<file path="config.mk">
export PLATFORM = sky130hd
export DESIGN_NAME = wb_arbiter
export DESIGN_NICKNAME = d
export VERILOG_FILES = /design/src/rtl/wb_pkg.sv /design/src/rtl/rr_arb2.sv /design/src/rtl/wb_arbiter.sv
export SDC_FILE = /design/constraint.sdc
export NUM_CORES = 1
export LEC_CHECK = 0
export CELL_PAD_IN_SITES_DETAIL_PLACEMENT = 0
export CELL_PAD_IN_SITES_GLOBAL_PLACEMENT = 2
export CORE_UTILIZATION = 25
export CTS_CLUSTER_SIZE = 40
export DETAILED_ROUTE_END_ITERATION = 6
export PLACE_DENSITY = 0.84
export SYNTH_ARGS = -nofsm -noshare
export SYNTH_HDL_FRONTEND = slang
export SYNTH_SLANG_ARGS = --single-unit
</file>
<file path="constraint.sdc">
create_clock -name clk -period 3 [get_ports clk]
set_clock_uncertainty 0.2 [all_clocks]
set_input_delay 0.6 -clock clk [delete_from_list [all_inputs] [get_ports clk]]
set_output_delay 0.6 -clock clk [all_outputs]
set_load 0.1 [all_outputs]
</file>
<file path="src/rtl/wb_pkg.sv">
// wb_pkg: shared widths and grant encoding for the write-back arbiter.
package wb_pkg;
  localparam int REG_IDX_W = 5;
  localparam int XLEN = 32;
  localparam logic GNT_ALU = 1'b0;
  localparam logic GNT_LSU = 1'b1;
endpackage

</file>
<file path="src/rtl/rr_arb2.sv">
// rr_arb2: two-requester arbiter, round-robin or fixed LSU priority, remembering the last winner.
module rr_arb2
  import wb_pkg::*;
#(
  parameter int RR_EN = 1
) (
  input  logic       clk,
  input  logic       rst,
  input  logic       req_alu_i,
  input  logic       req_lsu_i,
  output logic [1:0] gnt_o,
  output logic       any_o
);
  logic last_q;
  always_comb begin
    gnt_o[GNT_LSU] = (req_alu_i & req_lsu_i) ? ((RR_EN != 0) ? (last_q == GNT_ALU) : 1'b1) : req_lsu_i;
    gnt_o[GNT_ALU] = req_alu_i & ~gnt_o[GNT_LSU];
    any_o = req_alu_i | req_lsu_i;
  end
  always_ff @(posedge clk or posedge rst) begin
    if (rst) last_q <= GNT_LSU;
    else if (any_o) last_q <= gnt_o[GNT_LSU] ? GNT_LSU : GNT_ALU;
  end
endmodule

</file>
<file path="src/rtl/wb_arbiter.sv">
// wb_arbiter: shares the register-file write port between ALU and LSU write-back,
// and tracks outstanding writes so decode can stall on RAW/WAW hazards.
module wb_arbiter
  import wb_pkg::*;
#(
  parameter int XLEN_P = XLEN,
  parameter int NREG = 32,
  parameter int RR_EN = 1
) (
  input  logic                 clk,
  input  logic                 rst,
  input  logic                 alu_wb_valid_i,
  input  logic [REG_IDX_W-1:0] alu_wb_rd_i,
  input  logic [XLEN_P-1:0]    alu_wb_data_i,
  output logic                 alu_wb_ready_o,
  input  logic                 lsu_wb_valid_i,
  input  logic [REG_IDX_W-1:0] lsu_wb_rd_i,
  input  logic [XLEN_P-1:0]    lsu_wb_data_i,
  output logic                 lsu_wb_ready_o,
  output logic                 rf_we_o,
  output logic [REG_IDX_W-1:0] rf_waddr_o,
  output logic [XLEN_P-1:0]    rf_wdata_o,
  input  logic                 issue_valid_i,
  input  logic [REG_IDX_W-1:0] issue_rd_i,
  input  logic [REG_IDX_W-1:0] issue_rs1_i,
  input  logic [REG_IDX_W-1:0] issue_rs2_i,
  output logic                 hazard_o,
  input  logic                 flush_i,
  output logic [15:0]          conflict_cnt_o
);
  logic [1:0] gnt;
  logic any_gnt;
  logic [REG_IDX_W-1:0] g_rd;
  logic [XLEN_P-1:0] g_data;
  logic [NREG-1:0] pend_q, pend_d, set_m, clr_m, upd;
  logic [15:0] cnt_q;
  logic we_q;
  logic [REG_IDX_W-1:0] waddr_q;
  logic [XLEN_P-1:0] wdata_q;

  rr_arb2 #(.RR_EN(RR_EN)) u_arb (
    .clk      (clk),
    .rst      (rst),
    .req_alu_i(alu_wb_valid_i),
    .req_lsu_i(lsu_wb_valid_i),
    .gnt_o    (gnt),
    .any_o    (any_gnt)
  );

  assign alu_wb_ready_o = gnt[GNT_ALU];
  assign lsu_wb_ready_o = gnt[GNT_LSU];

  // Set is applied after clear so a same-register set/clear on one edge leaves it pending.
  always_comb begin
    g_rd = gnt[GNT_LSU] ? lsu_wb_rd_i : alu_wb_rd_i;
    g_data = gnt[GNT_LSU] ? lsu_wb_data_i : alu_wb_data_i;
    hazard_o = issue_valid_i & (pend_q[issue_rs1_i] | pend_q[issue_rs2_i] | pend_q[issue_rd_i]);
    set_m = (issue_valid_i & ~hazard_o & (|issue_rd_i)) ? (NREG'(1) << issue_rd_i) : '0;
    clr_m = any_gnt ? (NREG'(1) << g_rd) : '0;
    upd = (pend_q & ~clr_m) | set_m;
    pend_d = flush_i ? '0 : {upd[NREG-1:1], 1'b0};
  end

  always_ff @(posedge clk or posedge rst) begin
    if (rst) begin
      we_q <= 1'b0;
      waddr_q <= '0;
      wdata_q <= '0;
      pend_q <= '0;
      cnt_q <= '0;
    end else begin
      we_q <= any_gnt & (|g_rd);
      if (any_gnt) begin
        waddr_q <= g_rd;
        wdata_q <= g_data;
      end
      pend_q <= pend_d;
      if (alu_wb_valid_i & lsu_wb_valid_i & ~(&cnt_q)) cnt_q <= cnt_q + 16'd1;
    end
  end

  assign rf_we_o = we_q;
  assign rf_waddr_o = waddr_q;
  assign rf_wdata_o = wdata_q;
  assign conflict_cnt_o = cnt_q;
endmodule

</file>
==> flow_summary.yaml <==
status:
  status: "finished, violations left"
  violations: "negative setup slack"
cts:
  htreeDepth: 3
  clk_pin_slew_worst_paths_ns: 0.06
  clock_latency_ns: 0.34
  cts_root_buf: "clkbuf_16"
  hold_buffers: 0
  numCtsBuffers: 9
  tritoncts: "built"
  clock_sinks: 86
  clock_path_buffers: 2
cells_and_area:
  n_antenna_cell: 0
  final_nets: 819
  drive_above_1_share: 0.253
  synthToLayoutAreaGrowth_pct: 50.2
  final_util: 0.388
  final_cells: 988
logic_synthesis:
  ys_seq_elements: 86
  synth_common_cells: "110 x nand2_1, 85 x dfrtp_1, 39 x nor2b_1, 39 x o21ai_1, 32 x a22oi_1"
  yosys-top-cells-area: "dfrtp_1 43%, nand2_1 8.4%, mux4_2 8.3%, nor2b_1 5.0%, a22oi_1 4.9%"
  yosysTopAreaCell: "dfrtp_1"
  syn-num-nets: 622
  synth_area_per_cell_um2: 9.30
  synth.most_common_cell: "nand2_1"
  async_flop_share: 1.00
  yosys_most_used_dff: "dfrtp_1"
  yosys.cell_types.count: 51
  synthDominantCellAreaShare: 0.435
  synth_edf_count: 0
  synth_warnings: 0
  yosysSeqAreaShare: 0.440
  syn-cell-area_um2: 4890
  synthesis.instances: 526
timing:
  slew_violations: 0
  hold_violations: 0
  setup_viol: 1
  rsz0062_at_grt: "true"
  timing.hold.ws_ns: 0.282
  min_period_over_period: 1.07
  slew_headroom: 0.607
  worst_slew_pin_slew_ns: 0.585
  worst_slack_ns: -0.218
  max_freq_ghz: 0.311
  finalCriticalPeriod_ns: 3.22
  fin_setup_tns_ns: -0.218
global_routing:
  grt_max_degree: 87
  track_usage: 0.176
  grt_pass1_wl_mm: 26.9
  gr-total-overflow: 0
  antenna_found_initial: 0
  first_global_vias: 4842
routing:
  vias: 4843
  ant_nets: 0
  drt-total-wl_mm: 17.1
  drt_iter0_drc: 353
  drtPass1Iterations: 5
  wl_per_cell_um: 17.3
  routed_via_density: 4.90
  drc: 0
critical_path:
  required_ns: 2.20
  critPathMaxFanout: 4
  critical_path_buf_inv_count: 1
  arrival_ns: 2.42
  cp-start-kind: "register"
  path_class: "reg2out"
  crit_path_max_incr_delay_ns: 0.49
  cp_top_family: "multiplexers"
  crit_top_cell: "mux4_2"
  end_kind: "output pin"
  cpMaxStageDelayCell: "mux4_2"
  cp_cell_sequence: "mux4_2 > mux4_2 > o211ai_2 > nand4_1 > and2_4 > buf_12"
floorplanning:
  die_x_um: 142
  core-area_um2: 19000
  initial_utilization: 0.258
  io_pins: 152
  core.rowCount: 50
  dieHeight_um: 142
  die_area_um2: 20100
power_and_ir_drop:
  power_w: 0.00401
  ir_drop_mv: 0.405
  leakagePower_nw: 3.20
  p_per_area_nw_per_um2: 546
placed_design:
  hpwl_mm: 13.3
  place_congestion: 0.914
  port_buffers: 151
  place_inst: 967
job:
  drv_cap: 0
hold_path:
  hp-class: "reg2reg"
==> state kept, by name (all words and copies together), names as in the netlist <==
register        flops
rf_wdata_o         32
rf_we_o             1
conflict_cnt_o     16
pend_q             31
rf_waddr_o          5
u_arb.last_q        1
==> worst reg2reg max path, stage by stage (launching register included) <==
cell,delay (ns)
dfrtp_1,0.44
mux4_2,0.49
mux4_2,0.49
o211ai_2,0.15
nand4_1,0.14
buf_4,0.17
buf_4,0.12
buf_4,0.12
buf_4,0.22
o31ai_1,0.27
==> where the power goes <==
group / total, W / leakage (nW) / internal, W / switching [W]
Combinational: 0.00155 / 1.97 / 0.000425 / 0.00112
Clock: 0.00110 / 0.136 / 0.000647 / 0.000451
Sequential: 0.00137 / 1.10 / 0.00127 / 0.0000983
Total: 0.00401 / 3.20 / 0.00234 / 0.00167
==> stage by stage <==
stage               worst slack (ns)  area (um2)
global placement              -0.743        7010
floorplan                     -0.244        4900
detailed placement            -0.733        7010
global route                  -0.267        7350
finish                        -0.218        7350
CTS                           -0.211        7330
==> logic make-up after synthesis <==
family | synth area share
and+or+nand+nor | 0.229
AOI/OAI and AO/OA | 0.156
DFF | 0.440
buffers and inverters | 0.0309
muxes | 0.115
xor gates and xnor gates | 0.0269
adders and majority gates | 0.00256
==> cells in the final DEF (no fill, tap or decap), types with 10 or more instances in the layout <==
| cell | Yosys | final |
|---|---|---|
| nor2_1 | 19 | 17 |
| nor2b_1 | 39 | 39 |
| mux2i_1 | 10 | 10 |
| dfrtp_1 | 85 | 80 |
| nand3_1 | 15 | 15 |
| buf_4 | 1 | 121 |
| o21ai_0 | 30 | 30 |
| a22oi_1 | 32 | 32 |
| mux4_2 | 18 | 18 |
| o21ai_1 | 39 | 39 |
| xnor2_1 | 10 | 10 |
| clkdlybuf4s50_1 | 0 | 85 |
| nand2_1 | 110 | 110 |
==> cell type report <==
class                           count  area, um2
Clock buffer                       11        233
Clock inverter                      5       58.8
Fill cell                        1908      11600
Inverter                            4       18.8
Multi-Input combinational cell    402       2640
Sequential cell                    86       2160
Tap cell                          260        325
Timing Repair Buffer              220       1920
==> what timing repair did <==
item | 4_1_cts | 5_1_grt
hold endpoints to repair | 0 | 0
setup buffers | 5 | 3
setup endpoints to repair | 2 | 5
resized for setup | 27 | 13
pin swaps | 6 | 5
==> per-layer routing <==
metal  routed length, um  GRT usage
met1                7420      0.225
met2                7630      0.272
met3                1730     0.0634
met4                 360     0.0645
met5                   0          0
==> path summary, 6_finish.rpt <==
kind / startpoint / endpoint / slack, ns / cells after the start
max: pend_q[24]$_DFF_PP0_ / hazard_o / -0.22 / 6
min: rf_waddr_o[3]$_DFFE_PP0N_ / rf_waddr_o[3]$_DFFE_PP0N_ / 0.28 / 2
max reg2reg: pend_q[24]$_DFF_PP0_ / pend_q[29]$_DFF_PP0_ / 0.09 / 9
min reg2reg: rf_waddr_o[3]$_DFFE_PP0N_ / rf_waddr_o[3]$_DFFE_PP0N_ / 0.28 / 2
max in group asynchronous: rst / pend_q[28]$_DFF_PP0_ / 1.66 / 3
min in group asynchronous: rst / conflict_cnt_o[10]$_DFFE_PP0P_ / 0.53 / 3
Power figures use the tool's default switching activity.
